--- src/rtl/hilo_mul_ctrl_pkg.sv ---
// ---------------------------------------------------------------------------
// cpu_pkg
// Shared definitions for the HI/LO multiply controller slice: operand and
// product widths, the default multiplier timeout, the controller state
// encoding and a helper that sizes the timeout counter.
// ---------------------------------------------------------------------------
package cpu_pkg;

    // Operand / register width and full product width.
    localparam int DATA_W = 32;
    localparam int PROD_W = 64;

    // Default number of WAIT cycles granted to the multiplier before the
    // controller gives up and reports a fault.
    localparam int TIMEOUT_DEFAULT = 40;

    // Controller states.
    typedef enum logic [1:0] {
        ST_IDLE   = 2'd0,
        ST_LAUNCH = 2'd1,
        ST_WAIT   = 2'd2,
        ST_FAULT  = 2'd3
    } mulState_t;

    // Width of a counter that must hold 0 .. limit-1. A limit of one still
    // needs a one-bit counter so the declaration stays legal.
    function automatic int cntWidth(input int limit);
        return (limit > 1) ? $clog2(limit) : 1;
    endfunction

endpackage

--- src/rtl/hilo_mul_ctrl_if.sv ---
// ---------------------------------------------------------------------------
// hilo_mul_ctrl_if
// Handshake bundle between the HI/LO controller and the external multiplier.
//   mul_start   : one-cycle launch pulse (controller -> multiplier)
//   mul_a/mul_b : latched signed operands (controller -> multiplier)
//   mul_done    : one-cycle result strobe (multiplier -> controller)
//   mul_product : signed 64-bit product, valid with mul_done
// Modports: master = controller side, slave = multiplier side.
// ---------------------------------------------------------------------------
interface hilo_mul_ctrl_if;
    import cpu_pkg::*;

    logic              mul_start;
    logic [DATA_W-1:0] mul_a;
    logic [DATA_W-1:0] mul_b;
    logic              mul_done;
    logic [PROD_W-1:0] mul_product;

    modport master (
        output mul_start,
        output mul_a,
        output mul_b,
        input  mul_done,
        input  mul_product
    );

    modport slave (
        input  mul_start,
        input  mul_a,
        input  mul_b,
        output mul_done,
        output mul_product
    );

endinterface

--- src/rtl/hilo_mul_ctrl_regfile.sv ---
// ---------------------------------------------------------------------------
// hilo_regfile
// HI/LO register pair. A product write loads both halves at once; the direct
// write ports (mthi/mtlo style) load wr_data into either or both registers.
// If a product write and a direct write ever coincide, the product wins.
// Ports:
//   clk, clear   : clock and asynchronous active-high reset
//   i_prod_we    : load i_product into {HI, LO}
//   i_product    : 64-bit product, stored bit-exact
//   i_hi_we/lo_we: direct write enables
//   i_wr_data    : direct write data
//   o_hi / o_lo  : current register contents
// ---------------------------------------------------------------------------
module hilo_regfile
    import cpu_pkg::*;
(
    input  logic              clk,
    input  logic              clear,
    input  logic              i_prod_we,
    input  logic [PROD_W-1:0] i_product,
    input  logic              i_hi_we,
    input  logic              i_lo_we,
    input  logic [DATA_W-1:0] i_wr_data,
    output logic [DATA_W-1:0] o_hi,
    output logic [DATA_W-1:0] o_lo
);

    logic [DATA_W-1:0] r_hi;
    logic [DATA_W-1:0] r_lo;

    // Product write takes priority; direct writes only land when no product
    // is being stored on the same edge.
    always_ff @(posedge clk or posedge clear) begin
        if (clear) begin
            r_hi <= '0;
            r_lo <= '0;
        end else if (i_prod_we) begin
            r_hi <= i_product[PROD_W-1:DATA_W];
            r_lo <= i_product[DATA_W-1:0];
        end else begin
            if (i_hi_we) begin
                r_hi <= i_wr_data;
            end
            if (i_lo_we) begin
                r_lo <= i_wr_data;
            end
        end
    end

    assign o_hi = r_hi;
    assign o_lo = r_lo;

endmodule

--- src/rtl/hilo_mul_ctrl.sv ---
// ---------------------------------------------------------------------------
// hilo_mul_ctrl
// Sequences a multiply on an external multiplier and stores the 64-bit
// result in the HI/LO registers. A request in IDLE latches the operands,
// LAUNCH pulses mul_start, WAIT collects the product or times out into FAULT,
// which sets the sticky err flag. Direct HI/LO writes are honoured in IDLE.
// Ports:
//   clk, clear         : clock and asynchronous active-high reset
//   mul_req, op_a/op_b : multiply request and signed operands (IDLE only)
//   mul_bus            : multiplier handshake (master side)
//   hi_wr, lo_wr       : direct write enables, wr_data is the write data
//   hi_out, lo_out     : HI/LO contents
//   busy               : high in every state other than IDLE
//   prod_valid         : one-cycle pulse after HI/LO take a product
//   err                : sticky timeout flag
// Parameter TIMEOUT: WAIT cycles allowed for mul_done.
// ---------------------------------------------------------------------------
module hilo_mul_ctrl
    import cpu_pkg::*;
#(
    parameter int TIMEOUT = TIMEOUT_DEFAULT
) (
    input  logic              clk,
    input  logic              clear,
    input  logic              mul_req,
    input  logic [DATA_W-1:0] op_a,
    input  logic [DATA_W-1:0] op_b,
    hilo_mul_ctrl_if.master   mul_bus,
    input  logic              hi_wr,
    input  logic              lo_wr,
    input  logic [DATA_W-1:0] wr_data,
    output logic [DATA_W-1:0] hi_out,
    output logic [DATA_W-1:0] lo_out,
    output logic              busy,
    output logic              prod_valid,
    output logic              err
);

    localparam int              CNT_W    = cntWidth(TIMEOUT);
    localparam logic [CNT_W-1:0] CNT_LAST = CNT_W'(TIMEOUT - 1);

    mulState_t         r_state;
    mulState_t         w_nextState;
    logic [CNT_W-1:0]  r_cnt;
    logic [DATA_W-1:0] r_opA;
    logic [DATA_W-1:0] r_opB;
    logic              r_prodValid;
    logic              r_err;

    logic w_latchOps;
    logic w_prodWe;
    logic w_hiWe;
    logic w_loWe;
    logic w_cntClear;
    logic w_cntInc;
    logic w_setErr;

    // State register.
    always_ff @(posedge clk or posedge clear) begin
        if (clear) begin
            r_state <= ST_IDLE;
        end else begin
            r_state <= w_nextState;
        end
    end

    // Next-state and per-state strobes. Direct writes are only forwarded in
    // IDLE, and mul_done is only looked at in WAIT, so strobes arriving in
    // any other state (including a late done after a fault or an abort by
    // clear) fall on the floor. At the last allowed WAIT cycle the counter
    // is not advanced, which keeps it from wrapping when TIMEOUT is a power
    // of two.
    always_comb begin
        w_nextState = r_state;
        w_latchOps  = 1'b0;
        w_prodWe    = 1'b0;
        w_hiWe      = 1'b0;
        w_loWe      = 1'b0;
        w_cntClear  = 1'b0;
        w_cntInc    = 1'b0;
        w_setErr    = 1'b0;
        unique case (r_state)
            ST_IDLE: begin
                w_hiWe = hi_wr;
                w_loWe = lo_wr;
                if (mul_req) begin
                    w_latchOps  = 1'b1;
                    w_nextState = ST_LAUNCH;
                end
            end
            ST_LAUNCH: begin
                w_cntClear  = 1'b1;
                w_nextState = ST_WAIT;
            end
            ST_WAIT: begin
                if (mul_bus.mul_done) begin
                    w_prodWe    = 1'b1;
                    w_nextState = ST_IDLE;
                end else if (r_cnt == CNT_LAST) begin
                    w_nextState = ST_FAULT;
                end else begin
                    w_cntInc = 1'b1;
                end
            end
            ST_FAULT: begin
                w_setErr    = 1'b1;
                w_nextState = ST_IDLE;
            end
            default: begin
                w_nextState = ST_IDLE;
            end
        endcase
    end

    // WAIT-cycle counter; it holds its value outside LAUNCH/WAIT.
    always_ff @(posedge clk or posedge clear) begin
        if (clear) begin
            r_cnt <= '0;
        end else if (w_cntClear) begin
            r_cnt <= '0;
        end else if (w_cntInc) begin
            r_cnt <= r_cnt + CNT_W'(1);
        end
    end

    // Operand latch: captured on acceptance and held until the next accepted
    // request, so the multiplier sees stable operands throughout the job.
    always_ff @(posedge clk or posedge clear) begin
        if (clear) begin
            r_opA <= '0;
            r_opB <= '0;
        end else if (w_latchOps) begin
            r_opA <= op_a;
            r_opB <= op_b;
        end
    end

    // prod_valid trails the HI/LO product write by one cycle; err is sticky
    // and only a clear removes it.
    always_ff @(posedge clk or posedge clear) begin
        if (clear) begin
            r_prodValid <= 1'b0;
            r_err       <= 1'b0;
        end else begin
            r_prodValid <= w_prodWe;
            r_err       <= r_err | w_setErr;
        end
    end

    hilo_regfile u_regfile (
        .clk       (clk),
        .clear     (clear),
        .i_prod_we (w_prodWe),
        .i_product (mul_bus.mul_product),
        .i_hi_we   (w_hiWe),
        .i_lo_we   (w_loWe),
        .i_wr_data (wr_data),
        .o_hi      (hi_out),
        .o_lo      (lo_out)
    );

    assign mul_bus.mul_start = (r_state == ST_LAUNCH);
    assign mul_bus.mul_a     = r_opA;
    assign mul_bus.mul_b     = r_opB;
    assign busy              = (r_state != ST_IDLE);
    assign prod_valid        = r_prodValid;
    assign err               = r_err;

endmodule

--- src/flat_wrapper.sv ---
// flat-port wrapper written by rule: the top's interface ports become plain ports
module hilo_mul_ctrl_flat import cpu_pkg::*;
#(
    parameter int TIMEOUT = TIMEOUT_DEFAULT
)
  (clk, clear, mul_req, op_a, op_b, hi_wr, lo_wr, wr_data, hi_out, lo_out, busy, prod_valid, err, mul_bus_mul_start, mul_bus_mul_a, mul_bus_mul_b, mul_bus_mul_done, mul_bus_mul_product);
  hilo_mul_ctrl_if mul_bus_i ();
  input  logic clk;
  input  logic clear;
  input  logic mul_req;
  input  logic [DATA_W-1:0] op_a;
  input  logic [DATA_W-1:0] op_b;
  input  logic hi_wr;
  input  logic lo_wr;
  input  logic [DATA_W-1:0] wr_data;
  output logic [DATA_W-1:0] hi_out;
  output logic [DATA_W-1:0] lo_out;
  output logic busy;
  output logic prod_valid;
  output logic err;
  output wire logic [$bits(mul_bus_i.mul_start)-1:0] mul_bus_mul_start;
  output wire logic [$bits(mul_bus_i.mul_a)-1:0] mul_bus_mul_a;
  output wire logic [$bits(mul_bus_i.mul_b)-1:0] mul_bus_mul_b;
  input wire logic [$bits(mul_bus_i.mul_done)-1:0] mul_bus_mul_done;
  input wire logic [$bits(mul_bus_i.mul_product)-1:0] mul_bus_mul_product;
  assign mul_bus_mul_start = mul_bus_i.mul_start;
  assign mul_bus_mul_a = mul_bus_i.mul_a;
  assign mul_bus_mul_b = mul_bus_i.mul_b;
  assign mul_bus_i.mul_done = mul_bus_mul_done;
  assign mul_bus_i.mul_product = mul_bus_mul_product;
  hilo_mul_ctrl #(.TIMEOUT(TIMEOUT)) u_core (.clk(clk), .clear(clear), .mul_req(mul_req), .op_a(op_a), .op_b(op_b), .mul_bus(mul_bus_i), .hi_wr(hi_wr), .lo_wr(lo_wr), .wr_data(wr_data), .hi_out(hi_out), .lo_out(lo_out), .busy(busy), .prod_valid(prod_valid), .err(err));
endmodule
--- config.mk ---
export PLATFORM = sky130hd
export DESIGN_NAME = hilo_mul_ctrl_flat
export DESIGN_NICKNAME = d
export VERILOG_FILES = /design/src/rtl/hilo_mul_ctrl_pkg.sv /design/src/rtl/hilo_mul_ctrl_if.sv /design/src/rtl/hilo_mul_ctrl_regfile.sv /design/src/rtl/hilo_mul_ctrl.sv /design/src/flat_wrapper.sv
export SDC_FILE = /design/constraint.sdc
export NUM_CORES = 1
export LEC_CHECK = 0
export ABC_AREA = 1
export ABC_CLOCK_PERIOD_IN_PS = 7650
export CAP_MARGIN = 25
export CORE_MARGIN = 2
export CORE_UTILIZATION = 43
export DETAILED_ROUTE_END_ITERATION = 8
export HOLD_SLACK_MARGIN = 0.06
export MAX_ROUTING_LAYER = met4
export PLACE_DENSITY = 0.93
export SLEW_MARGIN = 40
export SYNTH_ARGS = -nofsm -noshare
export SYNTH_HDL_FRONTEND = slang
export SYNTH_SLANG_ARGS = --single-unit
--- constraint.sdc ---
create_clock -name clk -period 7.65 [get_ports clk]
set_input_delay 0.765 -clock clk [delete_from_list [all_inputs] [get_ports clk]]
set_output_delay 0.765 -clock clk [all_outputs]
set_load 0.03 [all_outputs]
==> summary.md <==
Yosys mapped a number of flops with a built-in enable equal to 0. Counting every instance in the synthesized netlist gives 655. On the worst path, the slowest cell contributes a delay of 680 ps.

At the worst endpoint, the required time is 6880 ps. For the total setup violations reported at the end of the flow, the log shows 0. Slowest cell on the critical path: sky130_fd_sc_hd__clkdlybuf4s50_1. The via count of the first global-routing pass is 5,531, and the number of buffers between clock root and the deepest sink is 2. Of the cells placed in the final design, the portion with a size suffix greater than 1 is 4.531%.

For this run, design rule violations remaining after detail routing come to 0. Critical path launch point type: a flip-flop. The met3 track utilization from global routing is 7.319%. Entering global routing, the biggest net connects 73 pins.

Setup repair after global routing left no endpoint under its margin. Time the final worst path needs with I/O delays and setup: 2670 ps. For this run, the top clock speed supported by timing is 374.5 MHz.

Routability-driven placement finished with a final weighted congestion of 0.8436. The run gives 4.184 nW as the static leakage. Clock-pin slew was measured on the worst setup and hold paths at 60 ps. The later pin in the worst-skew pair is clocked with a latency of 400 ps. For this run, the number of standard cells in the final layout without fillers is 1,126. The maximum level of the CTS H-tree is 4, and the core footprint is 13,140 um2. The die is 119.7 um wide. The HPWL after detailed placement is 12,810 um. In the finished design, the share of the clock period the worst path needs comes to 34.90%. The die area was 14,320 um2. During synthesis, Yosys emitted a total of 0 warnings. At the worst endpoint, the arrival time is 1910 ps.

The tools report the cell row count as 42. In the synthesized netlist the dominant register cell turns out to be sky130_fd_sc_hd__dfrtp_1. For the post-synthesis net count, the log shows 822.

The max-slew violation count came out at 0. After detailed routing, the number of vias per cell comes to 4.965. Final hold analysis gives a worst-case slack of 466.7 ps.

The tools report the residual overflow from global routing as 0. For the number of buffers inserted during clock tree synthesis, the log shows 17. The worst setup path is of the reg -> out kind.

The number of DRC violations after detailed-routing iteration 0 was 384. The logs give 6.947 ps for the worst clock skew on the final layout and 0 for the number of max-cap violations. Summed over its instances, the top area cell type makes up 60.04% of the synthesized netlist area. The tools report the initial antenna violation count as 1. The synthesized design contains 138 register bits. After detailed routing, the average wire length per cell comes to 15.85 um.

A synthesized cell averages 8.781 um2. The tree is rooted in a sky130_fd_sc_hd__clkbuf_16. The slew at the pin closest to its max-slew limit is 696.2 ps. From synthesis to final layout, the design area changed by 62.06%. Sorting the synthesized cells by area gives the leading types as sky130_fd_sc_hd__dfrtp_1 (60%), sky130_fd_sc_hd__nand2_1 (20%), sky130_fd_sc_hd__a31oi_1 (7.0%), sky130_fd_sc_hd__nor2_1 (4.7%), sky130_fd_sc_hd__buf_6 (2.2%).

The biggest area contributor in the post-synthesis netlist is sky130_fd_sc_hd__dfrtp_1. The post-CTS setup-driven buffer insertion count was 0. The initial standard-cell utilization of the core is 43.78%, and the remaining number of nets flagged by the antenna check after routing is 0. Global routing used 42.64% of the available met2 tracks. Yosys mapped the design onto 20 distinct sky130hd cell types. The part of the Yosys area used for sequential elements came out at 60.04%. Hold repair after CTS inserted 0 buffers.

Maximum fanout along the worst path: 7. Setup total negative slack on the finished layout was measured at 0 ps. The tools report the routed wire length as 17,850 um. The capturing element type of the critical path was an output port. The first global-routing pass estimated 27,460 um of wire. The worst hold path belongs to the class reg -> reg.

Global routing consumed, on the met1 layer, 27.49% of the routing resources. The run gives 1,104 as the final layout net count. The power density over cell area was 463.5 nW/um2. Global routing used 25.42% of the available tracks.

Among the stages of the critical path, the cell type that occurs most often is sky130_fd_sc_hd__inv_1. The worst-case IR drop observed on VDD is 0.2444 mV. The pre-antenna-repair detailed-routing pass consisted of 5 iterations. TritonCTS built the clock tree. The worst max-slew margin expressed relative to the limit was 53.58%; the post-synthesis async set-or-reset flop share was 100.0%. Buffers placed on the I/O ports in this run total 297.

The tools report the cell count after placement as 1,094. The cell area that synthesis handed to floorplanning was 5752 um2. The run finished with clean final reports.

The count of instances resized after the clock tree is built was 0. The layer with the highest usage after global routing is met2. The count of boundary I/O pins is 298, and the detailed-route via count is 5,591. Traced cell by cell, the critical path runs through inv_1 -> nand2_1 -> inv_1 -> clkdlybuf4s50_1. The height of the die is 119.7 um, and the number of hold violations in the final report is 0. The clock net in this run drives a total of 138 sinks.
[area by class of cell]
type | count | area [um2]
Clock buffer | 19 | 452.9
Multi-Input combinational cell | 467 | 1991
Tap cell | 176 | 220.2
Fill cell | 945 | 3816
Inverter | 14 | 62.56
Clock inverter | 12 | 147.6
Sequential cell | 138 | 3453
Antenna cell | 1 | 2.502
Timing Repair Buffer | 299 | 2992
[flip-flops by register name, summed over array words and instances (netlist names)]
signal                 cells
u_core.r_state             2
u_core.u_regfile.o_lo     32
u_core.mul_bus.mul_a      32
u_core.prod_valid          1
u_core.err                 1
u_core.u_regfile.o_hi     32
u_core.mul_bus.mul_b      32
u_core.r_cnt               6
[critical path, delay by kind of cell (launching register included)]
family | cells | cell delay [ps]
simple gates | 1 | 170
flops | 1 | 440
buf+inv | 3 | 900
[where the power goes]
group | internal (mW) | switching (mW) | total, mW
clock network | 0.526 | 0.302 | 0.828
logic | 0.855 | 1.37 | 2.22
registers | 1.08 | 0.195 | 1.27
[routing by layer]
| layer | wire length, um | up-vias | share of wire [%] |
|---|---|---|---|
| li1 | - | 2656 | - |
| met1 | 6618 | 2582 | 37 |
| met2 | 8962 | 306 | 50 |
| met3 | 1531 | 47 | 8.6 |
| met4 | 737 | 0 | 4.1 |
| met5 | 0 | - | 0 |
[synthesized netlist by cell type (2+ instances only)]
| master | count |
|---|---|
| sky130_fd_sc_hd__nand3_1 | 5 |
| sky130_fd_sc_hd__nor2_1 | 72 |
| sky130_fd_sc_hd__nand2_1 | 312 |
| sky130_fd_sc_hd__o21ai_0 | 2 |
| sky130_fd_sc_hd__buf_2 | 18 |
| sky130_fd_sc_hd__dfrtp_1 | 138 |
| sky130_fd_sc_hd__buf_4 | 6 |
| sky130_fd_sc_hd__buf_6 | 11 |
| sky130_fd_sc_hd__nand2_4 | 2 |
| sky130_fd_sc_hd__nand3b_1 | 2 |
| sky130_fd_sc_hd__nor2_2 | 2 |
| sky130_fd_sc_hd__o21bai_1 | 2 |
| sky130_fd_sc_hd__inv_1 | 12 |
| sky130_fd_sc_hd__a31oi_1 | 64 |
| sky130_fd_sc_hd__inv_2 | 2 |
[layout by cell type, fill, tap and decap left out, types with 3 or more instances in the layout]
cell	synthesis	layout
sky130_fd_sc_hd__inv_1	12	10
sky130_fd_sc_hd__nand2_1	312	312
sky130_fd_sc_hd__bufinv_16	0	3
sky130_fd_sc_hd__clkbuf_16	0	17
sky130_fd_sc_hd__nor2_1	72	71
sky130_fd_sc_hd__a31oi_1	64	64
sky130_fd_sc_hd__clkinv_2	0	5
sky130_fd_sc_hd__clkdlybuf4s50_1	0	297
sky130_fd_sc_hd__dfrtp_1	138	138
sky130_fd_sc_hd__nand3_1	5	5
[final timing paths]
check | from | to | slack, ps | cells past startpoint
setup reg to reg | u_core.r_state[0] | u_core.u_regfile.o_lo[25] | 5530 | 5
max in group asynchronous | clear | u_core.u_regfile.o_hi[14] | 5760 | 3
hold reg to reg | u_core.mul_bus.mul_b[0] | u_core.mul_bus.mul_b[0] | 470 | 2
min in group asynchronous | clear | u_core.mul_bus.mul_a[16] | 830 | 2
hold / removal | u_core.mul_bus.mul_b[0] | u_core.mul_bus.mul_b[0] | 470 | 2
setup / recovery | u_core.r_state[1] | mul_bus_mul_start | 4980 | 4
[metrics by stage]
stage	util, %	instance area, um2	power (mW)	worst slack [ps]
after CTS	70.93	9319	4.350	4966
after global routing	70.95	9321	4.554	4896
after floorplan	-	5752	2.577	3189
final	70.95	9321	4.321	4980
after global placement	66.30	8710	3.434	4542
after detailed placement	66.36	8718	3.501	4756
[kinds of logic after synthesis]
group	synth area share, %
adder cells (fa/ha/maj)	0.2175
AND/OR/NAND/NOR	26.87
flip-flops	60.04
buffers and inverters	5.482
AO/OA/AOI/OAI	7.396
Power figures use the tool's default switching activity.
